[config.mk]
export PLATFORM = sky130hd
export DESIGN_NAME = rf_write_sequencer_flat
export DESIGN_NICKNAME = d
export VERILOG_FILES = /design/src/rtl/rf_write_sequencer_if.sv /design/src/rtl/rf_write_sequencer.sv /design/src/flat_wrapper.sv
export SDC_FILE = /design/constraint.sdc
export NUM_CORES = 1
export LEC_CHECK = 0
export ABC_AREA = 1
export CAP_MARGIN = 20
export CELL_PAD_IN_SITES_DETAIL_PLACEMENT = 2
export CELL_PAD_IN_SITES_GLOBAL_PLACEMENT = 2
export CORE_MARGIN = 4
export CORE_UTILIZATION = 29
export DETAILED_ROUTE_END_ITERATION = 10
export PLACE_DENSITY = 0.87
export SETUP_SLACK_MARGIN = 0.2
export SYNTH_ARGS = -nofsm -noshare
export SYNTH_HDL_FRONTEND = slang
export SYNTH_SLANG_ARGS = --single-unit
[constraint.sdc]
create_clock -name clk -period 3.4 [get_ports clk]
set_input_delay 0.51 -clock clk [delete_from_list [all_inputs] [get_ports clk]]
set_output_delay 0.51 -clock clk [all_outputs]
set_load 0.01 [all_outputs]
[src/rtl/rf_write_sequencer_if.sv]
// Writeback request bundle: ALU and load producers with valid/ready
// handshakes feeding the register-file write sequencer.
interface rf_write_sequencer_if #(
    parameter int DATA_W = 32,
    parameter int ADDR_W = 5
);
    logic              alu_valid;
    logic [ADDR_W-1:0] alu_reg;
    logic [DATA_W-1:0] alu_data;
    logic              alu_ready;
    logic              mem_valid;
    logic [ADDR_W-1:0] mem_reg;
    logic [DATA_W-1:0] mem_data;
    logic              mem_ready;

    modport master (
        output alu_valid, alu_reg, alu_data,
        input  alu_ready,
        output mem_valid, mem_reg, mem_data,
        input  mem_ready
    );

    modport slave (
        input  alu_valid, alu_reg, alu_data,
        output alu_ready,
        input  mem_valid, mem_reg, mem_data,
        output mem_ready
    );
endinterface

[src/rtl/rf_write_sequencer.sv]
// Register-file write front end: arbitrates ALU/load writebacks into an
// in-order FIFO, retires one write per cycle, and exposes pending writes.
module rf_write_sequencer #(
    parameter int DEPTH  = 4,
    parameter int DATA_W = 32,
    parameter int ADDR_W = 5
) (
    input  logic                   clk,
    input  logic                   reset,
    rf_write_sequencer_if.slave    req,
    input  logic                   rf_stall,
    output logic [ADDR_W-1:0]      WriteReg,
    output logic [DATA_W-1:0]      WriteData,
    output logic                   RegWrite,
    input  logic [ADDR_W-1:0]      pend_reg,
    output logic                   pend_hit,
    output logic [DATA_W-1:0]      pend_data,
    output logic [$clog2(DEPTH):0] count,
    output logic                   full,
    output logic                   empty
);
    localparam int PTR_W = $clog2(DEPTH);
    localparam int CNT_W = PTR_W + 1;

    logic [ADDR_W-1:0] regMem  [DEPTH];
    logic [DATA_W-1:0] dataMem [DEPTH];
    logic [PTR_W-1:0]  head;
    logic [PTR_W-1:0]  tail;
    logic [PTR_W-1:0]  idx;
    logic              memFire;
    logic              aluFire;
    logic              doPush;
    logic              doPop;
    logic [ADDR_W-1:0] pushReg;
    logic [DATA_W-1:0] pushData;

    assign full  = count == CNT_W'(DEPTH);
    assign empty = count == '0;

    // Loads win over ALU results; readiness depends only on pre-edge occupancy.
    assign req.mem_ready = !full;
    assign req.alu_ready = !full && !req.mem_valid;

    assign memFire  = req.mem_valid && !full;
    assign aluFire  = req.alu_valid && !full && !req.mem_valid;
    assign pushReg  = memFire ? req.mem_reg : req.alu_reg;
    assign pushData = memFire ? req.mem_data : req.alu_data;

    // Writes to $0 complete the handshake but are dropped here.
    assign doPush = (memFire || aluFire) && pushReg != '0;
    assign doPop  = !empty && !rf_stall;

    always_ff @(posedge clk or posedge reset) begin
        if (reset) begin
            head      <= '0;
            tail      <= '0;
            count     <= '0;
            WriteReg  <= '0;
            WriteData <= '0;
            RegWrite  <= 1'b0;
        end else begin
            RegWrite <= doPop;
            if (doPop) begin
                WriteReg  <= regMem[head];
                WriteData <= dataMem[head];
                head      <= head + PTR_W'(1);
            end
            if (doPush) begin
                tail <= tail + PTR_W'(1);
            end
            case ({doPush, doPop})
                2'b10:   count <= count + CNT_W'(1);
                2'b01:   count <= count - CNT_W'(1);
                default: count <= count;
            endcase
        end
    end

    always_ff @(posedge clk) begin
        if (doPush) begin
            regMem[tail]  <= pushReg;
            dataMem[tail] <= pushData;
        end
    end

    // Scan oldest to youngest so the youngest match overrides earlier ones.
    always_comb begin
        pend_hit  = 1'b0;
        pend_data = '0;
        idx       = head;
        if (RegWrite && WriteReg == pend_reg) begin
            pend_hit  = 1'b1;
            pend_data = WriteData;
        end
        for (int i = 0; i < DEPTH; i++) begin
            idx = head + PTR_W'(i);
            if (CNT_W'(i) < count && regMem[idx] == pend_reg) begin
                pend_hit  = 1'b1;
                pend_data = dataMem[idx];
            end
        end
        if (pend_reg == '0) begin
            pend_hit  = 1'b0;
            pend_data = '0;
        end
    end
endmodule

[src/flat_wrapper.sv]
// flat-port wrapper written by rule: the top's interface ports become plain ports
module rf_write_sequencer_flat 
#(
    parameter int DEPTH  = 4,
    parameter int DATA_W = 32,
    parameter int ADDR_W = 5
)
  (clk, reset, rf_stall, WriteReg, WriteData, RegWrite, pend_reg, pend_hit, pend_data, count, full, empty, req_alu_valid, req_alu_reg, req_alu_data, req_alu_ready, req_mem_valid, req_mem_reg, req_mem_data, req_mem_ready);
  rf_write_sequencer_if #(.DATA_W(DATA_W), .ADDR_W(ADDR_W)) req_i ();
  input  logic clk;
  input  logic reset;
  input  logic rf_stall;
  output logic [ADDR_W-1:0] WriteReg;
  output logic [DATA_W-1:0] WriteData;
  output logic RegWrite;
  input  logic [ADDR_W-1:0] pend_reg;
  output logic pend_hit;
  output logic [DATA_W-1:0] pend_data;
  output logic [$clog2(DEPTH):0] count;
  output logic full;
  output logic empty;
  input wire logic [$bits(req_i.alu_valid)-1:0] req_alu_valid;
  input wire logic [$bits(req_i.alu_reg)-1:0] req_alu_reg;
  input wire logic [$bits(req_i.alu_data)-1:0] req_alu_data;
  output wire logic [$bits(req_i.alu_ready)-1:0] req_alu_ready;
  input wire logic [$bits(req_i.mem_valid)-1:0] req_mem_valid;
  input wire logic [$bits(req_i.mem_reg)-1:0] req_mem_reg;
  input wire logic [$bits(req_i.mem_data)-1:0] req_mem_data;
  output wire logic [$bits(req_i.mem_ready)-1:0] req_mem_ready;
  assign req_i.alu_valid = req_alu_valid;
  assign req_i.alu_reg = req_alu_reg;
  assign req_i.alu_data = req_alu_data;
  assign req_alu_ready = req_i.alu_ready;
  assign req_i.mem_valid = req_mem_valid;
  assign req_i.mem_reg = req_mem_reg;
  assign req_i.mem_data = req_mem_data;
  assign req_mem_ready = req_i.mem_ready;
  rf_write_sequencer #(.DEPTH(DEPTH), .DATA_W(DATA_W), .ADDR_W(ADDR_W)) u_core (.clk(clk), .reset(reset), .req(req_i), .rf_stall(rf_stall), .WriteReg(WriteReg), .WriteData(WriteData), .RegWrite(RegWrite), .pend_reg(pend_reg), .pend_hit(pend_hit), .pend_data(pend_data), .count(count), .full(full), .empty(empty));
endmodule
==> flow_summary.json, run 1 <==
{
  "dr.pass1.iters": 5,
  "worstPathRequired_ns": 2.89,
  "total_power_w": 0.0196,
  "clk_latency_ns": 0.50,
  "swShare_pct": 52.6,
  "slowest_delay_ns": 0.55,
  "crit_path_max_fanout": 8,
  "r2r_cells": 11,
  "overflow": 0,
  "critPathLaunchType": "register",
  "fmax_ghz": 0.259,
  "r2r_slack_ns": 0.32,
  "setup_viol": 33,
  "power_per_cell_area_nw_per_um2": 1090,
  "diodes": 0,
  "die_y_um": 213,
  "grt_max_degree": 114,
  "syn-cell-area_um2": 12200,
  "drive_above_1_share_pct": 29.4,
  "drtIter0Drc": 1255,
  "rsz0062_at_grt": "true",
  "io_buffers": 161,
  "vias": 14300,
  "grtUsageTotal_pct": 25.2,
  "netSwitchingPower_w": 0.0103,
  "cts_root_buf": "clkbuf_16",
  "hold_violations": 0,
  "postCtsHoldBufs": 0,
  "rows": 74,
  "slew_violations": 0,
  "antenna_found_initial": 0,
  "fillers": 4494,
  "grt_pass1_vias": 14500,
  "period_share_pct": 114,
  "power.share.clock_pct": 11.1,
  "status": "finished with violations",
  "path_class": "register to output pin",
  "fin_crit_ns": 3.86,
  "failed_checks": "setup timing",
  "cts_tree": "done",
  "io_pins": 162,
  "hold_path_class": "primary input to async pin",
  "cts_buffers": 17,
  "wirelength_mm": 72.7,
  "ys_types": 29,
  "layout.nets": 2040,
  "cp_cell_sequence": "inv_8 -> buf_12 -> buf_8 -> buf_6 -> nand2_2 -> o21ai_2 -> nand2_1 -> nand3_2 -> nand2_2 -> nor2_4 -> nand3_4 -> buf_4 -> nand3_2 -> nand3_2 -> a21oi_2 -> buf_4 -> buf_2",
  "slowest_stage": "dfrtp_4",
  "place_area_um2": 15300,
  "hpwlAfterDp_mm": 35.3,
  "r2r-start": "u_core.count[0]",
  "viasPerCell": 5.73,
  "critPathLaunch": "u_core.head[0]",
  "power.internal_w": 0.00931,
  "postRouteAntennaNets": 0,
  "p_seq_share_pct": 21.3,
  "final.setup_skew_ns": 0.0384,
  "max_slew_margin_pct": 53.1,
  "post_drt_wl_per_cell_um": 29.1,
  "coreArea_um2": 41100,
  "worst_pin_slew_ns": 0.703,
  "cts_buffer_depth": 2,
  "fin_util_pct": 43.9,
  "critPathMostFrequentCell": "nand3_2",
  "synth_nets": 1761,
  "arrival_ns": 3.35,
  "finish.instance_area_um2": 18100,
  "syn_to_final_growth_pct": 48.6,
  "clk_pin_slew_ns": 0.09,
  "combPwrFrac_pct": 67.7,
  "die_area_um2": 45200,
  "synthCells": 1669,
  "max_cap_viol_count": 0,
  "gp_congestion": 0.820,
  "cts.sinks": 193,
  "drc": 0,
  "avgSynthCellArea_um2": 7.28,
  "h-tree-depth": 4,
  "synth_warnings": 0,
  "die_w_um": 213,
  "synth_seq_cells": 193,
  "synth-seq-area-share_pct": 45.8,
  "initial_core_util_pct": 29.6,
  "vdd_drop_max_mv": 0.610,
  "p_leak_nw": 7.90,
  "cp-end-kind": "output pin",
  "setup_ws_ns": -0.459,
  "grt_pass1_wl_mm": 87.0
}
-- cells in the final DEF, fill, tap and decap left out, types with 3 or more instances in the layout --
cell / instances
a21oi_2: 32
buf_12: 36
buf_16: 6
buf_2: 23
buf_4: 124
buf_6: 34
buf_8: 6
clkbuf_16: 28
clkdlybuf4s50_1: 128
clkinvlp_4: 4
dfrtp_1: 43
edfxtp_1: 148
ha_1: 8
inv_1: 94
inv_2: 3
inv_8: 3
mux2_2: 36
nand2_1: 539
nand2_2: 89
nand2_4: 16
nand2_8: 4
nand3_1: 23
nand3_2: 12
nand3_4: 12
nand4_1: 6
nor2_1: 78
nor2_2: 48
nor2_4: 31
o21ai_0: 217
o21ai_1: 82
o21ai_2: 7
xor2_1: 9
xor2_2: 3
-- final timing paths --
| check | to |
|---|---|
| hold reg to reg | u_core.WriteData[0] |
| setup / recovery | pend_data[13] |
| min in group clk | u_core.WriteData[0] |
| setup reg to reg | u_core.dataMem[1][5] |
| max in group asynchronous | u_core.WriteData[7] |
| hold / removal | u_core.WriteReg[4] |
-- kinds of logic (layout without fill, tap and decap cells) --
family | after synthesis | in the layout | share of synthesized area, %
compound gates | 346 | 346 | 14.3
simple gates | 862 | 862 | 27.5
flops | 193 | 193 | 45.8
xor+xnor | 14 | 14 | 1.01
mux | 38 | 38 | 3.50
buf+inv | 208 | 500 | 6.99
fa+ha+maj | 8 | 8 | 0.824
-- synth_stat cells --
library cell	instances	area [µm²]
nand2_1	647	2430
o21ai_0	225	1130
nor2_1	153	574
edfxtp_1	148	4440
inv_1	97	364
o21ai_1	83	415
clkbuf_1	59	221
dfrtp_1	45	1130
nand3_1	45	225
a21oi_1	36	180
mux2_2	36	405
buf_2	28	140
buf_1	13	48.8
xor2_1	12	105
ha_1	8	100
buf_4	7	52.6
nand4_1	6	37.5
inv_2	3	11.3
nor2_2	3	18.8
mux2i_1	2	20.0
nand3_2	2	20.0
nor3_1	2	10.0
or2_2	2	12.5
xnor2_1	2	17.5
buf_6	1	11.3
nand2_2	1	6.26
nor2_4	1	11.3
o211ai_2	1	12.5
o21a_1	1	7.51
-- worst max-delay path: cells and delay by family, from the launching register on --
kind                   cells  cell delay [ns]
AO/OA/AOI/OAI              2             0.27
buffers and inverters      7             1.00
flip-flops                 1             0.55
AND/OR/NAND/NOR            8             1.01
-- metrics by stage --
stage | setup TNS, ns | worst slack [ns] | hold slack [ns] | cells
4_1_cts | -1.45 | -0.143 | 0.408 | 2452
6_report | -12.23 | -0.459 | 0.429 | 2493
5_1_grt | -13.34 | -0.487 | 0.463 | 2493
3_5_place_dp | -5.43 | -0.267 | 0.505 | 2383
3_3_place_gp | -3.46 | -0.171 | 0.494 | 2383
2_1_floorplan | -50.20 | -0.339 | 0.534 | 1669
-- registers in the layout, summed over array words and instances, names as in the netlist --
signal,count
u_core.head,2
u_core.count,3
u_core.tail,2
u_core.WriteData,32
u_core.regMem,20
u_core.dataMem,128
u_core.RegWrite,1
u_core.WriteReg,5
-- metal layers --
metal / track usage, % / wire [µm]
met1: 29.5 / 26900
met2: 45.3 / 36100
met3: 4.91 / 4750
met4: 10.0 / 4890
met5: 0 / 0
-- area by class of cell --
| type | instances | area (µm²) | share of cell area, % |
|---|---|---|---|
| Clock inverter | 11 | 100 | 0.554 |
| Tap cell | 532 | 666 | 3.69 |
| Timing Repair Buffer | 367 | 3940 | 21.8 |
| Clock buffer | 21 | 472 | 2.61 |
| Sequential cell | 193 | 5580 | 30.9 |
| Multi-Input combinational cell | 1268 | 6900 | 38.2 |
| Timing Repair inverter | 1 | 6.26 | 0.0346 |
| Inverter | 100 | 398 | 2.20 |
-- power groups by stage --
stage          Combinational [W]  Clock [W]  Sequential, W
5_1_grt                   0.0140    0.00226        0.00420
3_3_place_gp             0.00907          0        0.00397
6_report                  0.0133    0.00217        0.00418
2_1_floorplan            0.00517          0        0.00398
4_1_cts                   0.0104    0.00206        0.00401
3_5_place_dp             0.00964          0        0.00403
-- what timing repair did --
item                       4_1_cts  5_1_grt
buffers inserted                30       31
cloned                           7       10
pin swaps                       30       90
resized for setup              252      283
setup endpoints to repair       33       49
No activity file was read; power rests on OpenSTA's default activity.
==> run 2: changes to the inputs <==
- SKIP_CTS_REPAIR_TIMING: unset -> 1
==> run 2 against run 1 <==
Net effect: register-to-register slack improved by 0.03 ns; worst setup slack improved by 0.25 ns; power decreased by 14%; the run still ends with setup timing left; hold slack got worse by 0.017 ns; largest cell class unchanged; utilization decreased by 3.7 points; first-iteration DRC count decreased by 34%; critical path depth unchanged.
==> flow_summary.json, run 2 (synthesized netlist as in run 1, its figures left out) <==
{
  "crit_path_max_fanout": 13,
  "h-tree-depth": 4,
  "dr.pass1.iters": 5,
  "postRouteAntennaNets": 0,
  "slowest_delay_ns": 0.56,
  "grt_pass1_vias": 13500,
  "critPathMostFrequentCell": "nand2_1",
  "stdcell_count": 2442,
  "antenna_found_initial": 0,
  "p_leak_nw": 7.39,
  "die_y_um": 213,
  "final_cell_mix": "nand2_1, o21ai_0, edfxtp_1",
  "drc": 0,
  "setup_ws_ns": -0.207,
  "cts_root_buf": "clkbuf_16",
  "vias": 12900,
  "worst_pin_slew_ns": 0.630,
  "grtUsageTotal_pct": 21.8,
  "grt_max_degree": 114,
  "io_buffers": 161,
  "pre_cts_slack_ns": -0.267,
  "diodes": 0,
  "reg.largest.list": "u_core.dataMem (128), u_core.WriteData (32), u_core.regMem (20)",
  "overflow": 0,
  "drive_above_1_share_pct": 19.0,
  "path_delay_family": "buffers and inverters",
  "final.setup_skew_ns": 0.0233,
  "layout.nets": 1989,
  "clk_pin_slew_ns": 0.08,
  "arrival_ns": 3.10,
  "dpl.cell_count": 2383,
  "cts.sinks": 193,
  "final_common_cell": "nand2_1",
  "coreArea_um2": 41100,
  "die_area_um2": 45200,
  "fin_crit_ns": 3.61,
  "failed_checks": "setup timing",
  "post_drt_wl_per_cell_um": 23.0,
  "total_power_w": 0.0169,
  "crit_buf_inv": 7,
  "cp-end-kind": "output pin",
  "clk_latency_ns": 0.47,
  "cts_buffer_depth": 2,
  "status": "finished with violations",
  "slowest_stage": "dfrtp_4",
  "critPathLaunchType": "register",
  "top_register": "u_core.dataMem",
  "cp_cell_sequence": "inv_6 -> buf_12 -> nand2_1 -> nand2_1 -> nand2_1 -> o21ai_2 -> xor2_1 -> nor2_1 -> inv_2 -> nor2_4 -> buf_12 -> clkbuf_16 -> clkbuf_16 -> nand2_1 -> nand2_1 -> a21oi_2 -> buf_2",
  "setup_viol": 33,
  "die_w_um": 213,
  "viasPerCell": 5.27,
  "hold_path_class": "primary input to async pin",
  "io_pins": 162,
  "rsz0062_at_grt": "true",
  "vdd_drop_max_mv": 0.404,
  "wirelength_mm": 56.3,
  "worstPathRequired_ns": 2.89,
  "slew_violations": 0,
  "drtIter0Drc": 826,
  "max_slew_margin_pct": 57.5,
  "largest_register_ffs": 128,
  "initial_core_util_pct": 29.6,
  "cts_buffers": 17,
  "hold_violations": 0,
  "cts_tree": "done",
  "gp_congestion": 0.820,
  "max_cap_viol_count": 0,
  "period_share_pct": 106,
  "hpwlAfterDp_mm": 35.3,
  "grt_pass1_wl_mm": 76.5,
  "path_class": "register to output pin",
  "rows": 74,
  "fmax_ghz": 0.277,
  "power_per_cell_area_nw_per_um2": 1020,
  "fin_tns_setup_ns": -4.27,
  "syn_to_final_growth_pct": 36.2
}
run 2: cell count changes in the layout (fill, tap and decap cells not counted), sizes merged:
cell          before  now
buf              229  173
clkbuf            31   36
clkinv             4    3
dlymetal6s2s       0    1
run 2: where the power goes:
part / total [W] / internal (W) / switching (W)
clock network: 0.00205 / 0.00102 / 0.00103
logic: 0.0108 / 0.00393 / 0.00682
registers: 0.00407 / 0.00351 / 0.000563
total: 0.0169 / 0.00846 / 0.00841
run 2: final cells by class:
type | count | area, µm²
fillers | 4603 | 24600
clock inverters | 11 | 100
repair buffers | 317 | 3190
well taps | 532 | 666
multi-input cells | 1268 | 6160
clock buffers | 21 | 472
flip-flops and latches | 193 | 5580
inverters | 100 | 388
run 2: path summary, 6_finish.rpt:
check,slack [ns],to,depth (start not counted),start
worst max-delay path,-0.21,pend_data[22],17,u_core.head[0]
max in group asynchronous,2.12,u_core.WriteData[7],3,reset
worst max register to register,0.35,u_core.dataMem[1][3],11,u_core.count[0]
min in group clk,0.52,u_core.WriteData[27],2,u_core.WriteData[27]
worst min-delay path,0.41,u_core.WriteReg[2],2,reset
worst min register to register,0.52,u_core.WriteData[27],2,u_core.WriteData[27]
run 2: per-layer routing:
layer	part of all wire (%)	GRT usage, %
met5	0	0
met4	2.9	6.64
met3	4.3	3.61
met2	52	39.9
met1	41	26.3
run 2: through the flow:
stage | hold WS (ns) | util (%) | cell area [µm²]
detailed placement | 0.505 | 37.1 | 15300
global route | 0.439 | 40.3 | 16500
finish | 0.412 | 40.3 | 16500
floorplan | 0.534 | - | 12200
CTS | 0.408 | 38.5 | 15800
global placement | 0.494 | 37.1 | 15300
run 2: worst reg2reg max path, cell delays in order, from the launching register on:
cell      delay [ns]
dfrtp_1         0.45
inv_1           0.12
ha_1            0.25
nand2_1         0.24
nand2_2         0.19
mux2_2          0.41
nor2_1          0.08
nand3_1         0.10
o211ai_2        0.16
buf_4           0.25
nor2_4          0.13
buf_4           0.31
==> run 3: changes to the inputs <==
- CORE_MARGIN: 4 -> 5
==> run 3 against run 2 <==
Net effect: die area increased by 1.9%; maximum frequency decreased by 7.5%; count of clock-buffer cells in the layout unchanged; sequential power increased by 2%; final area increased by 4.1%; the run still ends with setup timing left; combinational power increased by 12%; power increased by 7.8%; first-iteration DRC count increased by 20%; worst setup slack got worse by 0.29 ns; critical path depth unchanged.
==> flow_summary.json, run 3 (synthesized netlist as in run 1, its figures left out) <==
{
  "status": "finished with violations",
  "failed_checks": "setup timing",
  "hold_violations": 0,
  "grt_pass1_wl_mm": 76.4,
  "dr.pass1.iters": 5,
  "largest_register_ffs": 128,
  "crit_buf_inv": 7,
  "die_area_um2": 46100,
  "slowest_stage": "dfrtp_4",
  "setup_ws_ns": -0.499,
  "final_cell_mix": "nand2_1, o21ai_0, edfxtp_1",
  "cp_cell_sequence": "inv_8 -> buf_8 -> nand2_1 -> nand3_2 -> nand2_2 -> nand2_1 -> nand2_1 -> nor3_2 -> buf_4 -> nand3_4 -> buf_12 -> clkbuf_16 -> buf_4 -> nor2_1 -> nor2_1 -> a21oi_2 -> buf_2",
  "clk_latency_ns": 0.48,
  "grt_max_degree": 137,
  "initial_core_util_pct": 29.2,
  "rr_endpoint": "u_core.count[2]",
  "diodes": 0,
  "clk_pin_slew_ns": 0.08,
  "wirelength_mm": 66.3,
  "overflow": 0,
  "path_delay_family": "buffers and inverters",
  "coreArea_um2": 41700,
  "r2r-start": "u_core.count[0]",
  "worst_pin_slew_ns": 0.645,
  "path_class": "register to output pin",
  "io_pins": 162,
  "post_drt_wl_per_cell_um": 26.8,
  "layout.nets": 2016,
  "final.setup_skew_ns": 0.0215,
  "drive_above_1_share_pct": 22.9,
  "critPathLaunchType": "register",
  "drtIter0Drc": 993,
  "critPathMostFrequentCell": "nand2_1",
  "drc": 0,
  "power_per_cell_area_nw_per_um2": 1060,
  "hold_ws_ns": 0.401,
  "cp-end-kind": "output pin",
  "final_common_cell": "nand2_1",
  "rows": 75,
  "antenna_found_initial": 2,
  "postRouteAntennaNets": 0,
  "fillers": 4695,
  "cts_buffer_depth": 2,
  "period_share_pct": 115,
  "setup_viol": 33,
  "slowest_delay_ns": 0.60,
  "grtUsageTotal_pct": 20.8,
  "vias": 13700,
  "top_register": "u_core.dataMem",
  "die_w_um": 215,
  "crit_path_max_fanout": 7,
  "slew_violations": 0,
  "max_slew_margin_pct": 56.6,
  "vdd_drop_max_mv": 0.571,
  "dpl.cell_count": 2389,
  "max_cap_viol_count": 0,
  "fin_crit_ns": 3.90,
  "cts.sinks": 193,
  "cts_buffers": 17,
  "r2r_slack_ns": 0.32,
  "die_y_um": 215,
  "h-tree-depth": 4,
  "r2r_cells": 13,
  "grt_pass1_vias": 13400,
  "p_leak_nw": 7.66,
  "syn_to_final_growth_pct": 41.7,
  "cts_root_buf": "clkbuf_16",
  "hpwlAfterDp_mm": 35.9,
  "cts_tree": "done",
  "fmax_ghz": 0.256,
  "stdcell_count": 2476,
  "hold_path_class": "primary input to async pin",
  "io_buffers": 161,
  "reg.largest.list": "u_core.dataMem (128), u_core.WriteData (32), u_core.regMem (20)",
  "worstPathRequired_ns": 2.89,
  "rsz0062_at_grt": "true",
  "arrival_ns": 3.39,
  "gp_congestion": 0.822,
  "viasPerCell": 5.53
}
[run 3: cell count changes in the layout (fill, tap and decap cells not counted), moves of 9 or more]
cell,before,now
nor2_1,138,112
nor2_2,8,27
nand3_1,33,24
nand3_2,8,18
buf_6,11,24
nand2_1,615,604
[run 3: power breakdown]
part	total [W]	switching (W)	internal, W
Clock	0.00194	0.000994	0.000945
Sequential	0.00416	0.000649	0.00351
Combinational	0.0121	0.00773	0.00436
[run 3: stage by stage]
step | worst slack (ns) | setup TNS [ns] | power [W] | util, % | area [µm²]
finish | -0.499 | -11.82 | 0.0182 | 41.3 | 17200
global route | -0.590 | -14.53 | 0.0191 | 41.3 | 17200
CTS | -0.752 | -22.57 | 0.0156 | 37.9 | 15800
detailed placement | -0.335 | -8.69 | 0.0136 | 36.7 | 15300
global placement | -0.265 | -6.15 | 0.0129 | 36.7 | 15300
floorplan | -0.339 | -50.20 | 0.00915 | - | 12200
[run 3: worst max-delay path by stage]
stage,start,endpoint,slack [ns],cells past startpoint
after detailed placement,pend_reg[1],pend_data[0],-0.34,14
after CTS,u_core.head[0],pend_data[0],-0.75,17
after floorplan,u_core.count[0],u_core.dataMem[0][0],-0.34,10
final,u_core.head[0],pend_data[0],-0.50,17
after global placement,pend_reg[0],pend_data[0],-0.26,13
after global routing,u_core.head[0],pend_data[0],-0.59,17
[run 3: layer usage]
layer | GRT usage, % | share of wire, % | vias up
met3 | 3.17 | 5.3 | 228
met1 | 25.1 | 39 | 6996
li1 | - | - | 5962
met5 | 0 | 0.020 | -
met4 | 6.03 | 4.8 | 2
met2 | 38.2 | 51 | 503
[run 3: final cells by class]
class	instances	area (µm²)	area share, %
multi-input combinational	1268	6420	37.3
timing repair buffer	343	3630	21.1
timing repair inverter	1	8.76	0.0508
sequential	193	5580	32.4
inverter	100	399	2.32
clock inverter	11	66.3	0.385
tap	539	674	3.91
clock buffer	21	450	2.61
==> patch (settings of run 2) <==
`ADDR_W` is set to 5 in 3 places; all go to 6.
--- a/src/rtl/rf_write_sequencer_if.sv
+++ b/src/rtl/rf_write_sequencer_if.sv
@@ -2,7 +2,7 @@
 // handshakes feeding the register-file write sequencer.
 interface rf_write_sequencer_if #(
     parameter int DATA_W = 32,
-    parameter int ADDR_W = 5
+    parameter int ADDR_W = 6
 );
     logic              alu_valid;
     logic [ADDR_W-1:0] alu_reg;
--- a/src/rtl/rf_write_sequencer.sv
+++ b/src/rtl/rf_write_sequencer.sv
@@ -3,7 +3,7 @@
 module rf_write_sequencer #(
     parameter int DEPTH  = 4,
     parameter int DATA_W = 32,
-    parameter int ADDR_W = 5
+    parameter int ADDR_W = 6
 ) (
     input  logic                   clk,
     input  logic                   reset,
--- a/src/flat_wrapper.sv
+++ b/src/flat_wrapper.sv
@@ -3,7 +3,7 @@
 #(
     parameter int DEPTH  = 4,
     parameter int DATA_W = 32,
-    parameter int ADDR_W = 5
+    parameter int ADDR_W = 6
 )
   (clk, reset, rf_stall, WriteReg, WriteData, RegWrite, pend_reg, pend_hit, pend_data, count, full, empty, req_alu_valid, req_alu_reg, req_alu_data, req_alu_ready, req_mem_valid, req_mem_reg, req_mem_data, req_mem_ready);
   rf_write_sequencer_if #(.DATA_W(DATA_W), .ADDR_W(ADDR_W)) req_i ();
Interface: changed (resized WriteReg, pend_reg, req_alu_reg and req_mem_reg); port bits go from 162 to 166. The function was not compared with the original's and may differ.
==> patch against run 2 <==
The flow still finishes with violations (setup timing). Routed wire length is 4.4% higher. Worst setup slack worse by 0.15 ns. Synthesized cell count is 5.2% higher. Largest power group unchanged. First-iteration DRC count is 0.48% higher. Clock skew is 0.0044 ns lower. Total power is 1.7% lower. Critical endpoint is now pend_data[30]. Fmax is 4.0% lower. Area after synthesis is 5.3% higher. Cell count is 4.5% higher. Non-clock buffer count is 27 lower. Clock power is 3% higher. Sequential cell count is 5 higher. Sequential share of layout area is 0.98 points lower. Final area is 5.7% higher.
==> patch: results (changes against run 2) <==
** Timing
- The slew at the pin closest to its max-slew limit came to 0.912 ns (was 0.630 ns).
- Final setup violation count :: 33 (unchanged)
- Crit path setup slack, layout :: -0.357 ns (was -0.207 ns)
- Setup total negative slack :: -8.57 ns (was -4.27 ns)
- The final hold slack is 0.533 ns (was 0.412 ns).
- The setup clock skew after layout was 0.0189 ns (was 0.0233 ns).

** Logic synthesis
- Leading cell types by total area after synthesis: sky130_fd_sc_hd__edfxtp_1 (36%), sky130_fd_sc_hd__nand2_1 (16%), sky130_fd_sc_hd__o21ai_0 (13%) (was sky130_fd_sc_hd__edfxtp_1 (37%), sky130_fd_sc_hd__nand2_1 (20%), sky130_fd_sc_hd__o21ai_0 (9.3%)).
- Synth Net Count :: 1,851 (was 1,761)
- Mapped Cells :: 1,756 (was 1,669)
- The count of unique library cells instantiated by Yosys is 33 (was 29).
- The fraction of synthesis flops using an asynchronous set or reset pin is 23.2% (was 23.3%).

** Placed design
- The pre-CTS setup slack was -0.402 ns (was -0.267 ns).
- Detailed Place HPWL :: 36,100 microns (was 35,300 microns)

** Clocking
- Worst-Skew Late Latency :: 0.50 ns (was 0.47 ns)

** Worst setup path
- The slack of the worst reg-to-reg path was 0.48 ns (was 0.35 ns).
- FF-to-FF path depth :: 13 (was 11)
- Largest stage delay, worst path :: 0.59 ns (was 0.56 ns)
- Endpoint of the lowest-slack register-to-register path :: u_core.count[2] (was u_core.dataMem[1][3])
- Critical-path maximum fanout :: 7 (was 13)

** Layout
- Fraction of layout instances using a drive strength above 1 :: 19.7% (was 19.0%)
- Registers with the highest flip-flop counts :: u_core.dataMem x128, u_core.WriteData x32, u_core.regMem x24 (was u_core.dataMem x128, u_core.WriteData x32, u_core.regMem x20)
- Post-route insts no fill :: 2,552 (was 2,442)
- Final Net Count :: 2,049 (was 1,989)
- Area used by sequential logic in the layout :: 5720 sq um (was 5580 sq um)
- Filler cell count in the final layout :: 4,900 (was 4,603)

** Global routing
- The pin count of the biggest net entering global routing came to 80 (was 114).
- Antenna violations before repair :: 1 (was 0)
- The global-route wire length before repair is 78,000 microns (was 76,500 microns).
- The overall track demand over capacity in global routing came to 21.1% (was 21.8%).
- The via count of the first global-routing pass is 14,100 (was 13,500).

** Routing
- Iter 0 DRT Violations :: 830 (was 826)
- The detailed-route wire length came to 58,700 microns (was 56,300 microns).

** Outcome
- Violations in the final reports :: setup timing (unchanged)
- Status: finished, violations left (unchanged).

** Power and ir drop
- The internal portion of total power is 8.27 mW (was 8.46 mW).
- The peak supply drop came to 0.000411 V (was 0.000404 V).
- Leak :: 7.52 nW (was 7.39 nW)
patch: logic make-up (layout without fill, tap and decap cells):
family                   after synthesis  count (layout)  share of synthesized area [%]
multiplexers                          40              40                           3.50
buffers and inverters                343             553                           10.7
AND/OR/NAND/NOR                      773             774                           24.5
flip-flops                           198             198                           44.7
AO/OA/AOI/OAI                        384             384                           15.2
XOR/XNOR                              10              10                          0.685
adder cells (fa/ha/maj)                8               8                          0.782
patch: layout make-up:
class	count	area share (%)
multi-input combinational	1216	36.8
sequential	198	32.7
timing repair buffer	290	17.9
inverter	231	5.11
tap	585	4.18
clock buffer	18	2.57
clock inverter	14	0.744
patch: worst max-delay path by stage:
stage / from / endpoint / slack (ns) / cells after the start
6_report: u_core.head[0] / pend_data[30] / -0.36 / 14
5_1_grt: u_core.head[0] / pend_data[2] / -0.45 / 17
4_1_cts: u_core.head[0] / pend_data[30] / -0.83 / 17
3_5_place_dp: pend_reg[1] / pend_data[20] / -0.40 / 14
3_3_place_gp: pend_reg[2] / pend_data[30] / -0.37 / 14
2_1_floorplan: u_core.count[0] / u_core.dataMem[0][0] / -0.39 / 10
patch: routing by layer:
layer  share of wire [%]  global-route usage [%]  vias up
met4                 3.3                    4.59        0
met3                 4.0                    3.25      119
met1                  41                    25.5     6790
li1                    -                       -     6119
met5                   0                       0        -
met2                  52                    39.4      328
patch: power by group through the flow:
| stage | Clock (mW) | Combinational, mW | Sequential (mW) |
|---|---|---|---|
| floorplan | 0 | 4.96 | 4.06 |
| global placement | 0 | 8.21 | 4.05 |
| detailed placement | 0 | 8.74 | 4.11 |
| CTS | 2.13 | 8.85 | 4.07 |
| global route | 2.27 | 11.2 | 4.21 |
| finish | 2.12 | 10.3 | 4.14 |
